<file path="config.mk">
export PLATFORM = sky130hd
export DESIGN_NAME = modadd_rr_sched
export DESIGN_NICKNAME = d
export VERILOG_FILES = /design/src/rtl/modadd_rr_sched.sv
export SDC_FILE = /design/constraint.sdc
export NUM_CORES = 1
export LEC_CHECK = 0
export CAP_MARGIN = 25
export CORE_UTILIZATION = 46
export DETAILED_ROUTE_END_ITERATION = 12
export PLACE_DENSITY = 0.82
export SYNTH_ARGS = -nofsm -noshare
export SYNTH_HDL_FRONTEND = slang
export SYNTH_SLANG_ARGS = --single-unit
</file>
<file path="constraint.sdc">
create_clock -name clk -period 7.3 [get_ports clk]
set_input_delay 2.19 -clock clk [delete_from_list [all_inputs] [get_ports clk]]
set_output_delay 2.19 -clock clk [all_outputs]
set_load 0.005 [all_outputs]
</file>
<file path="src/rtl/modadd_rr_sched.sv">
// modadd_rr_sched: round-robin share of a two-stage modular adder; optional MODADD_RANGE_CHECK_EN adds out_err
module modadd_rr_sched #(
    parameter int DATA_WIDTH = 18,
    parameter int MODULUS    = 177147,
    parameter int NUM_REQ    = 4,
    localparam int ID_W      = $clog2(NUM_REQ)
) (
    input  logic                                clk,
    input  logic                                reset,
    input  logic [NUM_REQ-1:0]                  req_valid,
    output logic [NUM_REQ-1:0]                  req_ready,
    input  logic [NUM_REQ*DATA_WIDTH-1:0]       req_a,
    input  logic [NUM_REQ*(DATA_WIDTH-2)-1:0]   req_b,
    output logic                                out_valid,
    input  logic                                out_ready,
    output logic [DATA_WIDTH-1:0]               out_result,
    output logic [ID_W-1:0]                     out_id,
    output logic                                busy
`ifdef MODADD_RANGE_CHECK_EN
    ,output logic                               out_err
`endif
);
    localparam logic [DATA_WIDTH:0] MOD_W = (DATA_WIDTH+1)'(MODULUS);
    logic [ID_W-1:0] rr_ptr, gnt_id, idx, s1_id, s2_id;
    logic found, stall, fire, s1_valid, s2_valid;
    logic [DATA_WIDTH-1:0] a_sel, s2_result;
    logic [DATA_WIDTH-3:0] b_sel;
    logic [DATA_WIDTH:0] sum, s1_sum;
    logic [DATA_WIDTH+1:0] diff, s1_diff;
`ifdef MODADD_RANGE_CHECK_EN
    logic s1_err, s2_err;
`endif
    assign stall = s2_valid && !out_ready;
    assign fire = found && !stall && !reset;
    assign req_ready = fire ? NUM_REQ'(1) << gnt_id : '0;
    assign a_sel = req_a[gnt_id*DATA_WIDTH +: DATA_WIDTH];
    assign b_sel = req_b[gnt_id*(DATA_WIDTH-2) +: DATA_WIDTH-2];
    assign sum = {1'b0, a_sel} + (DATA_WIDTH+1)'(b_sel);
    assign diff = {1'b0, sum} - {1'b0, MOD_W};
    assign out_valid = s2_valid;
    assign out_result = s2_result;
    assign out_id = s2_id;
    assign busy = s1_valid || s2_valid;
`ifdef MODADD_RANGE_CHECK_EN
    assign out_err = s2_err;
`endif
    // pick the first valid requester after the last one served, wrapping around
    always_comb begin
        found = 1'b0;
        gnt_id = rr_ptr;
        idx = '0;
        for (int k = 1; k <= NUM_REQ; k++) begin
            idx = ID_W'((int'(rr_ptr) + k) % NUM_REQ);
            if (!found && req_valid[idx]) begin
                found = 1'b1;
                gnt_id = idx;
            end
        end
    end
    // two-stage add/reduce pipeline; the whole pipe freezes while the output is blocked
    always_ff @(posedge clk) begin
        if (reset) begin
            rr_ptr <= ID_W'(NUM_REQ-1);
            s1_valid <= 1'b0;
            s1_sum <= '0;
            s1_diff <= '0;
            s1_id <= '0;
            s2_valid <= 1'b0;
            s2_result <= '0;
            s2_id <= '0;
`ifdef MODADD_RANGE_CHECK_EN
            s1_err <= 1'b0;
            s2_err <= 1'b0;
`endif
        end else if (!stall) begin
            s1_valid <= fire;
            if (fire) begin
                rr_ptr <= gnt_id;
                s1_sum <= sum;
                s1_diff <= diff;
                s1_id <= gnt_id;
`ifdef MODADD_RANGE_CHECK_EN
                s1_err <= {1'b0, a_sel} >= MOD_W;
`endif
            end
            s2_valid <= s1_valid;
            s2_result <= s1_diff[DATA_WIDTH+1] ? s1_sum[DATA_WIDTH-1:0] : s1_diff[DATA_WIDTH-1:0];
            s2_id <= s1_id;
`ifdef MODADD_RANGE_CHECK_EN
            s2_err <= s1_err;
`endif
        end
    end
endmodule

</file>
## Word-level counts from Yosys, hierarchy flattened

Cells that the tools add are included.

- Order comparisons: 4
- Shift operators: 3
- Reduce and logical (&&, ||, !) cells: 14
- $mul: 1
- Bitwise gates (word level): 1
- $add $sub $neg: 6
- Mux-type cells: 18

Operator list:

| cell | count |
|---|---|
| 72-bit by 8-bit indexed part select with 18-bit output | 1 |
| 64-bit by 7-bit indexed part select with 16-bit output | 1 |
| 19-bit by 18-bit subtractor with 20-bit output (second input constant) | 1 |
| 18-bit by 16-bit adder with 19-bit output | 1 |
| 18-bit 2-to-1 mux | 1 |
| 2-bit by 3-bit less-than comparator with 1-bit output (second input constant) | 4 |
| 1-bit binary-select mux with 2-bit select | 4 |
| 1-bit 2-to-1 mux | 8 |
| 2-bit 2-to-1 mux | 4 |
| 1-bit logical AND | 6 |
| 1-bit logical NOT | 6 |
| 2-bit by 4-bit multiplier with 6-bit output (second input constant) | 1 |
| 2-bit by 1-bit adder with 2-bit output (second input constant) | 2 |
| 2-bit adder (second input constant) | 2 |
| 4-bit 2-to-1 mux | 1 |
| 1-bit by 2-bit left shift with 4-bit output (first input constant) | 1 |
| 2-bit AND reduction | 1 |
| 1-bit logical OR | 1 |
| 1-bit inverter | 1 |

- Input bits: 143
- Word-level logic and storage cells: 55
- Output and inout port bits: 26
- Bits in registers: 64

## Logic depth before layout (Yosys ltp)

Gate-level depths: netlist of the first run.

- Word-level depth: 17
- Mapped depth: 20
- Depth with buffers taken out: 17

## Worst setup path before layout of the first run

Ideal clock, no wire load.

- Kind: input to register
- From: input port req_valid[3]
- To: register s1_diff[17]
- Data arrival time: 6106 ps
- Path buffers: 4
- Stages on the path: 19
- Path slack: 1121 ps
- Data required time: 7227 ps
- Library setup time: 73 ps
- Cells stage by stage: nor2b_1 o21ai_0 o21a_1 clkbuf_1 clkbuf_1 clkbuf_1 nand2_1 a31oi_1 ha_1 a211o_1 a211oi_1 o31a_1 o211ai_2 a2111oi_0 or3b_1 buf_2 a21oi_1 a211o_1 o211ai_2

- Word-level cells in the longest chain between the ends: 16
- Elaborated cells between the ends (all ways): 30
- Those cells by class: add/sub (2); mul (1); shift (2); mux (16); reduce/logical (9)

Ends and longest elaborated chain:

| item | line | RTL |
|---|---|---|
| start: declaration | 10 | `input logic [NUM_REQ-1:0] req_valid,` |
| 1-bit binary-select mux with 2-bit select | 54 | `if (!found && req_valid[idx]) begin` |
| 1-bit 2-to-1 mux (not written as such) | 54 |  |
| 1-bit 2-to-1 mux | 54 |  |
| 1-bit logical NOT | 54 |  |
| 1-bit logical AND | 54 |  |
| 1-bit 2-to-1 mux | 54 |  |
| 1-bit logical NOT | 54 |  |
| 1-bit logical AND | 54 |  |
| 1-bit 2-to-1 mux | 54 |  |
| 1-bit logical NOT | 54 |  |
| 1-bit logical AND | 54 |  |
| 2-bit 2-to-1 mux | 54 |  |
| 2-bit by 4-bit multiplier with 6-bit output | 36 | `assign a_sel = req_a[gnt_id*DATA_WIDTH +: DATA_WIDTH];` |
| 72-bit by 8-bit indexed part select with 18-bit output | 36 |  |
| 18-bit by 16-bit adder with 19-bit output | 38 | `assign sum = {1'b0, a_sel} + (DATA_WIDTH+1)'(b_sel);` |
| 19-bit by 18-bit subtractor with 20-bit output | 39 | `assign diff = {1'b0, sum} - {1'b0, MOD_W};` |
| end signal: assignment | 80 | `s1_diff <= diff;` |
| end: declaration | 29 | `logic [DATA_WIDTH+1:0] diff, s1_diff;` |

Parallel ways exist; a longest one is shown, timed or not. The select of a mux whose other input is x is not followed.
A chain may end at the register's enable or synchronous reset.

## Worst setup path after layout of the first run

- From: input port req_valid[1]
- To: output port req_ready[3]

- Word-level cells in the longest chain between the ends: 15
- Elaborated cells between the ends (all ways): 26
- Those cells by class: shift (1); mux (17); reduce/logical (8)

Ends and longest elaborated chain:

| item | line | RTL |
|---|---|---|
| 1-bit binary-select mux with 2-bit select | 54 |  |
| 1-bit 2-to-1 mux (not written as such) | 54 |  |
| 1-bit 2-to-1 mux | 54 |  |
| 1-bit logical NOT | 54 |  |
| 1-bit logical AND | 54 |  |
| 1-bit 2-to-1 mux | 54 |  |
| 1-bit logical NOT | 54 |  |
| 1-bit logical AND | 54 |  |
| 1-bit 2-to-1 mux | 54 |  |
| 1-bit logical NOT | 54 |  |
| 1-bit logical AND | 54 |  |
| 1-bit 2-to-1 mux | 54 |  |
| 1-bit logical AND (2 in a row) | 34 | `assign fire = found && !stall && !reset;` |
| 4-bit 2-to-1 mux (*) | 35 | `assign req_ready = fire ? NUM_REQ'(1) << gnt_id : '0;` |
| end: declaration | 11 | `output logic [NUM_REQ-1:0] req_ready,` |

Every way passes the cells marked *; elsewhere a longest branch is shown, timed or not. The select of a mux whose other input is x is not followed.

==> impl_results.md, run 1 <==
- Reg2reg start: rr_ptr[0]$_SDFFE_PP1P_
- Die W: 102 microns
- Die area: 0.0105 sq mm
- Worst Min Path Start: s1_diff[8]$_SDFFE_PP0P_
- Yosys warns: 0
- Latest clock arrival within the worst-skew pair: 0.34 ns
- Clock power share: 11.2%
- Layout area overhead: 43.3%
- Worst min-delay path category: register to register
- Num CTS Buffers: 9
- First-pass GRT wire length: 21000 microns
- Period Utilization, post-route: 91.8%
- Initial antenna violation count: 0
- Synthesized area: 0.00464 sq mm
- WHS Endpoint: s1_diff[8]$_SDFFE_PP0P_
- MaxCap Viol Count: 0
- Die Y-Extent: 102 microns
- Met3 GRT Util: 5.47%
- VDD IR max: 188 uV
- CP Data Arrival Time: 4.51 ns
- Data required time at the worst endpoint: 5.11 ns
- Non-Filler Instances: 905
- Register area share after synthesis: 27.2%
- R2R cell count: 16
- Clk slew on worst S/H paths: 0.06 ns
- Mean post-synth cell area: 7.48 sq um
- R2r endpoint: s1_diff[17]$_SDFFE_PP0P_
- GR peak layer: met2
- Sw Share: 45.3%
- Via/cell ratio: 5.50
- HPWL after DPL: 10300 microns
- Vias post-DR: 4982
- Top_reg_cell synth: dfxtp_1
- Buffers on Ports: 168
- Comb pwr share: 67.5%
- CTS tree: done
- Layout cells sized above 1: 6.61%
- Overflow after GRT: 0
- Syn_nets: 781
- Reg power frac: 21.3%
- Sw Pwr: 1.15 mW
- Root buf cell: clkbuf_8
- Num rows: 36
- Pwr dens: 383 mW/mm^2
- Hold-fix buffers at CTS: 0
- Post-synth ARST share: 0%
- Relative slew slack: 35.6%
- N_diodes: 0
- Internal: 1.39 mW
- Met1 Use GR: 30.5%
- Post-synth EDFFs: 0
- Pin count of the biggest net entering global routing: 70
- Worst-margin pin slew: 0.962 ns
- Maximum root-to-sink buffer count: 2
- CP Launch Type: primary input
- Final Skew: 0.00437 ns
- CP Max Fanout: 38
- ANT nets after route: 0
- Post-layout min period: 6.70 ns
- Num ports: 169
- Vias in the first global route: 4626
- DRC violations left: 0
- Setup TNS: 0 ns
- Internal reg-to-reg setup slack: 2.47 ns
- Leakage power: 2.48 nW
- Initial core utilization: 47.4%
- Final hold slack: 0.451 ns
- RSZ-0062 raised after global routing: no
- Fin util: 67.9%
- Hold Crit Depth: 2
- Syn Inst Count: 620
- Status: completed
- Setup bufs post-CTS: 0
- Max Fclk: 149 MHz
- Met2 Usage GRT: 44.9%
- Crit end category: output port
- Tot GR Track Use: 25.4%
- Endpoints failing setup: 0
- Routed len/inst: 14.6 microns
- Max-slew violations: 0
- First-pass DRT Iterations: 5
- Synthesis-stage register bit count: 63
- Critical path type: primary input to output port
- Nets: 928
- # H-tree levels: 3
- Clock sinks: 63
- CTS-repair resized insts: 0
- GP Congestion: 0.926
- Iter 0 DRT Violations: 157
- Total placed cells including tap cells: 889
- Hold Vio Cnt, Final: 0
- Distinct cell type count after synthesis: 58
- Total Wirelength: 13200 microns
- Core region area: 0.00977 sq mm
-- cell type report --
cell class | instances | area [sq um]
multi-input cells | 505 | 3190
fillers | 796 | 3130
repair buffers | 182 | 1810
flip-flops and latches | 63 | 1260
well taps | 133 | 166
clock buffers | 10 | 128
clock inverters | 6 | 61.3
inverters | 6 | 22.5
-- cell usage after synthesis (17+ instances only) --
master,instances,area share [%]
clkbuf_1,39,3.2
a21oi_1,23,2.5
mux2i_1,20,4.3
a211oi_1,37,6.0
dfxtp_1,63,27
a31oi_1,34,4.6
ha_1,17,4.6
nand2_1,136,11
nand3b_1,26,4.2
xnor2_1,20,3.8
nor2_1,21,1.7
o21ai_0,42,4.5
and2_1,30,4.0
-- worst max-delay path: stages --
cell	delay [ns]
clkdlybuf4s50_1	0.45
nand2b_1	0.11
o21ai_1	0.12
o21ai_4	0.76
nand2_1	0.22
nor2_1	0.14
clkdlybuf4s50_1	0.51
-- power by group through the flow --
stage          Clock, mW  Combinational (mW)  Sequential (mW)
3_3_place_gp           0                1.63            0.550
3_5_place_dp           0                1.69            0.546
2_1_floorplan          0                1.29            0.520
4_1_cts            0.290                1.70            0.540
5_1_grt            0.308                1.91            0.554
6_report           0.286                1.72            0.541
-- kinds of logic (layout without fill, tap and decap cells) --
kind of cell	after synthesis	in the layout	share of synthesized area, %
xor gates and xnor gates	28	28	5.29
buffers and inverters	52	204	4.51
adders and majority gates	18	18	5.02
AOI/OAI and AO/OA	178	178	25.9
muxes	21	21	4.56
DFF	63	63	27.2
and+or+nand+nor	260	260	27.5
-- metrics by stage --
step | total power [mW] | setup WS [ns] | cell area, sq um
global route | 2.77 | 0.354 | 6640
global placement | 2.18 | 0.542 | 6430
finish | 2.54 | 0.599 | 6640
floorplan | 1.81 | 1.12 | 4640
CTS | 2.53 | 0.601 | 6640
detailed placement | 2.24 | 0.388 | 6450
-- routing by layer --
layer / part of all wire, % / vias up
li1: - / 2511
met1: 43 / 2249
met2: 50 / 203
met3: 6.0 / 19
met4: 1.8 / 0
met5: 0 / -
-- sequential cells by signal, summed over array words and instances, names as in the netlist --
| signal | cells |
|---|---|
| s1_valid | 1 |
| s1_sum | 18 |
| rr_ptr | 2 |
| out_result | 18 |
| out_id | 2 |
| s1_id | 2 |
| s1_diff | 19 |
| out_valid | 1 |
-- placed cells by master (no fill, tap or decap), types with 3 or more instances in the layout --
| master | instances |
|---|---|
| nand2b_1 | 8 |
| nand2_1 | 136 |
| clkbuf_8 | 9 |
| and2_1 | 30 |
| clkinv_2 | 3 |
| nand3b_1 | 26 |
| and2_0 | 3 |
| o21ai_1 | 3 |
| o21a_1 | 3 |
| or2_2 | 3 |
| buf_4 | 11 |
| o31a_1 | 3 |
| nand3_1 | 7 |
| o31ai_1 | 3 |
| nor2_1 | 21 |
| a21oi_1 | 23 |
| inv_1 | 6 |
| nor3_1 | 6 |
| a211o_1 | 4 |
| a31oi_1 | 33 |
| a211oi_1 | 37 |
| dfxtp_1 | 63 |
| xor2_1 | 8 |
| nand4_1 | 3 |
| o21ai_0 | 42 |
| clkdlybuf4s50_1 | 168 |
| and3_1 | 4 |
| mux2i_1 | 20 |
| xnor2_1 | 20 |
| nor2b_1 | 4 |
| ha_1 | 17 |
-- worst max path at each step --
stage / cells past startpoint / slack, ns / from / endpoint
after detailed placement: 18 / 0.39 / req_valid[3] / s1_diff[17]$_SDFFE_PP0P_
after global routing: 17 / 0.35 / req_valid[1] / s1_diff[19]$_SDFFE_PP0P_
after global placement: 17 / 0.54 / req_valid[1] / s1_diff[16]$_SDFFE_PP0P_
after CTS: 7 / 0.60 / req_valid[1] / req_ready[3]
after floorplan: 19 / 1.12 / req_valid[3] / s1_diff[17]$_SDFFE_PP0P_
final: 7 / 0.60 / req_valid[1] / req_ready[3]
Note: power is estimated with default switching activity, not from simulation.
==> inputs of run 2 (changes only) <==
--- a/config.mk
+++ b/config.mk
@@ -8,7 +8,9 @@
 export CAP_MARGIN = 25
 export CORE_UTILIZATION = 46
 export DETAILED_ROUTE_END_ITERATION = 12
+export HOLD_SLACK_MARGIN = 0.05
 export PLACE_DENSITY = 0.82
+export SLEW_MARGIN = 10
 export SYNTH_ARGS = -nofsm -noshare
 export SYNTH_HDL_FRONTEND = slang
 export SYNTH_SLANG_ARGS = --single-unit
==> results of run 2 <==
The final DEF is identical to that of run 1; final timing and power are the same.
==> inputs of run 3 (changes only) <==
--- a/config.mk
+++ b/config.mk
@@ -6,10 +6,10 @@
 export NUM_CORES = 1
 export LEC_CHECK = 0
 export CAP_MARGIN = 25
-export CORE_UTILIZATION = 46
+export CORE_UTILIZATION = 49
 export DETAILED_ROUTE_END_ITERATION = 12
 export HOLD_SLACK_MARGIN = 0.05
-export PLACE_DENSITY = 0.82
+export PLACE_DENSITY = 0.87
 export SLEW_MARGIN = 10
 export SYNTH_ARGS = -nofsm -noshare
 export SYNTH_HDL_FRONTEND = slang
==> constraint.sdc (replaced) <==
create_clock -name clk -period 8.7 [get_ports clk]
set_input_delay 2.61 -clock clk [delete_from_list [all_inputs] [get_ports clk]]
set_output_delay 2.61 -clock clk [all_outputs]
set_load 0.005 [all_outputs]
==> run 3 against run 2 <==
Compared with the run above: total power is 16% lower; sequential share of layout area grew 0.20 points; register-to-register slack better by 1.3 ns; hold slack better by 0.0024 ns; worst setup slack improved by 0.67 ns; via count increased by 0.98%; clock skew up 0.00053 ns; critical path type unchanged.
==> impl_results.md, run 3 (synthesis results as in run 1) <==
- Status: completed
- Total Wirelength: 13000 microns
- Relative slew slack: 53.0%
- VDD IR max: 167 uV
- ANT nets after route: 0
- Routed len/inst: 14.8 microns
- Maximum root-to-sink buffer count: 2
- Hold-fix buffers at CTS: 0
- CP Max Fanout: 20
- Via/cell ratio: 5.74
- Setup TNS: 0 ns
- Pin count of the biggest net entering global routing: 69
- CP top delay family: buffers and inverters
- Worst-margin pin slew: 0.703 ns
- CTS-repair resized insts: 0
- Area of the multi-input gates: 0.00319 sq mm
- Pwr dens: 324 mW/mm^2
- Worst min-delay path category: register to register
- CP Data Arrival Time: 4.82 ns
- Layout cells sized above 1: 5.87%
- Overflow after GRT: 0
- Period Utilization, post-route: 85.4%
- Initial antenna violation count: 0
- Num rows: 35
- Fillers: 748
- Initial core utilization: 50.4%
- Layout area overhead: 41.8%
- Most flop-heavy register: s1_diff
- Hold Vio Cnt, Final: 0
- HPWL after DPL: 9970 microns
- Root buf cell: clkbuf_8
- GP Congestion: 0.933
- Num ports: 169
- Latest clock arrival within the worst-skew pair: 0.33 ns
- Setup crit start: out_ready
- Setup bufs post-CTS: 0
- Finished layout cell area: 0.00657 sq mm
- Place WS: 1.09 ns
- Critical-path cell list: clkdlybuf4s50_1 -> nand2b_1 -> nand2b_1 -> a31oi_2 -> nand2_1 -> nor2_1 -> clkdlybuf4s50_1
- Slowest cell delay on critical path: 0.51 ns
- Largest register FFs: 19
- Post-layout min period: 7.43 ns
- R2R cell count: 17
- Vias post-DR: 5031
- RSZ-0062 raised after global routing: no
- Iter 0 DRT Violations: 188
- Register area: 0.00126 sq mm
- Vias in the first global route: 4806
- Crit end category: output port
- Setup WS post-layout: 1.27 ns
- Die Y-Extent: 99.3 microns
- N_diodes: 0
- Core region area: 0.00920 sq mm
- Leading cell type in the layout, fill and taps excluded: clkdlybuf4s50_1
- Worst path slowest cell: clkdlybuf4s50_1
- # H-tree levels: 3
- Buffers on Ports: 168
- Endpoints failing setup: 0
- Critical path type: primary input to output port
- Clk slew on worst S/H paths: 0.06 ns
- Internal reg-to-reg setup slack: 3.75 ns
- Most frequent cells in the layout: 168 x clkdlybuf4s50_1, 136 x nand2_1, 63 x dfxtp_1
- Tot GR Track Use: 26.3%
- Leakage power: 2.46 nW
- Final Skew: 0.00490 ns
- Max-slew violations: 0
- Crit path buf inv count: 2
- Die area: 0.00985 sq mm
- Nets: 923
- R2r endpoint: s1_diff[17]$_SDFFE_PP0P_
- Setup crit end: req_ready[3]
- Max Fclk: 135 MHz
- Clock sinks: 63
- Reg2reg start: rr_ptr[0]$_SDFFE_PP1P_
- Die W: 99.3 microns
- First-pass GRT wire length: 21300 microns
- CP Launch Type: primary input
- CTS tree: done
- DRC violations left: 0
- Placed cell area: 0.00636 sq mm
- Total power: 2.13 mW
- Critical path depth: 7
- Data required time at the worst endpoint: 6.09 ns
- Num CTS Buffers: 9
- MaxCap Viol Count: 0
- First-pass DRT Iterations: 6
[run 3: cell count changes in the layout (fill, tap and decap cells not counted)]
| cell | before | now |
|---|---|---|
| buf_12 | 1 | 0 |
| clkinv_4 | 1 | 0 |
| clkbuf_8 | 9 | 11 |
| clkinv_2 | 3 | 1 |
| buf_4 | 11 | 7 |
[run 3: area by class of cell]
cell class | instances | share of cell area (%)
Timing Repair Buffer | 177 | 26.8
Multi-Input combinational cell | 505 | 48.6
Clock buffer | 12 | 2.36
Clock inverter | 3 | 0.647
Sequential cell | 63 | 19.2
Inverter | 6 | 0.343
Tap cell | 111 | 2.11
[run 3: worst register-to-register path: stages (launching register included)]
cell,delay (ns)
dfxtp_1,0.45
nor2b_1,0.07
o21ai_0,0.40
o21a_2,0.43
buf_4,0.43
and2_1,0.21
a211oi_1,0.05
a31oi_1,0.33
ha_1,0.31
a211o_1,0.31
a211oi_1,0.32
o31a_1,0.27
o211ai_2,0.13
a2111oi_0,0.39
or3b_1,0.28
a21oi_1,0.11
a211o_1,0.32
o211ai_2,0.07
[run 3: how the worst min path moves through the flow]
stage	startpoint	end	slack [ns]	cells after the start
after floorplan	s1_valid$_SDFFE_PP0N_	s1_valid$_SDFFE_PP0N_	0.43	2
after global placement	out_result[9]$_SDFFE_PP0N_	out_result[9]$_SDFFE_PP0N_	0.43	2
after detailed placement	out_result[11]$_SDFFE_PP0N_	out_result[11]$_SDFFE_PP0N_	0.44	2
after CTS	s1_diff[13]$_SDFFE_PP0P_	s1_diff[13]$_SDFFE_PP0P_	0.46	2
after global routing	s1_diff[13]$_SDFFE_PP0P_	s1_diff[13]$_SDFFE_PP0P_	0.47	2
final	out_result[11]$_SDFFE_PP0N_	out_result[11]$_SDFFE_PP0N_	0.45	2
[run 3: where the power goes]
| part | internal [mW] | switching [mW] | total, mW |
|---|---|---|---|
| Sequential | 0.392 | 0.0621 | 0.454 |
| Clock | 0.146 | 0.107 | 0.252 |
| Combinational | 0.629 | 0.797 | 1.43 |
[run 3: layer usage]
layer / part of all wire, % / vias to the layer above / GRT usage (%)
met5: 0 / - / 0
met4: 2.4 / 0 / 9.95
met3: 6.8 / 28 / 5.76
met2: 49 / 211 / 45.8
met1: 42 / 2289 / 31.7
li1: - / 2503 / -
[run 3: per-stage QoR]
| stage | instances | hold slack (ns) | util, % |
|---|---|---|---|
| after detailed placement | 861 | 0.444 | 69.2 |
| after global routing | 877 | 0.469 | 71.5 |
| after global placement | 860 | 0.435 | 69.0 |
| after CTS | 876 | 0.457 | 71.3 |
| final | 877 | 0.453 | 71.5 |
| after floorplan | 620 | 0.431 | - |
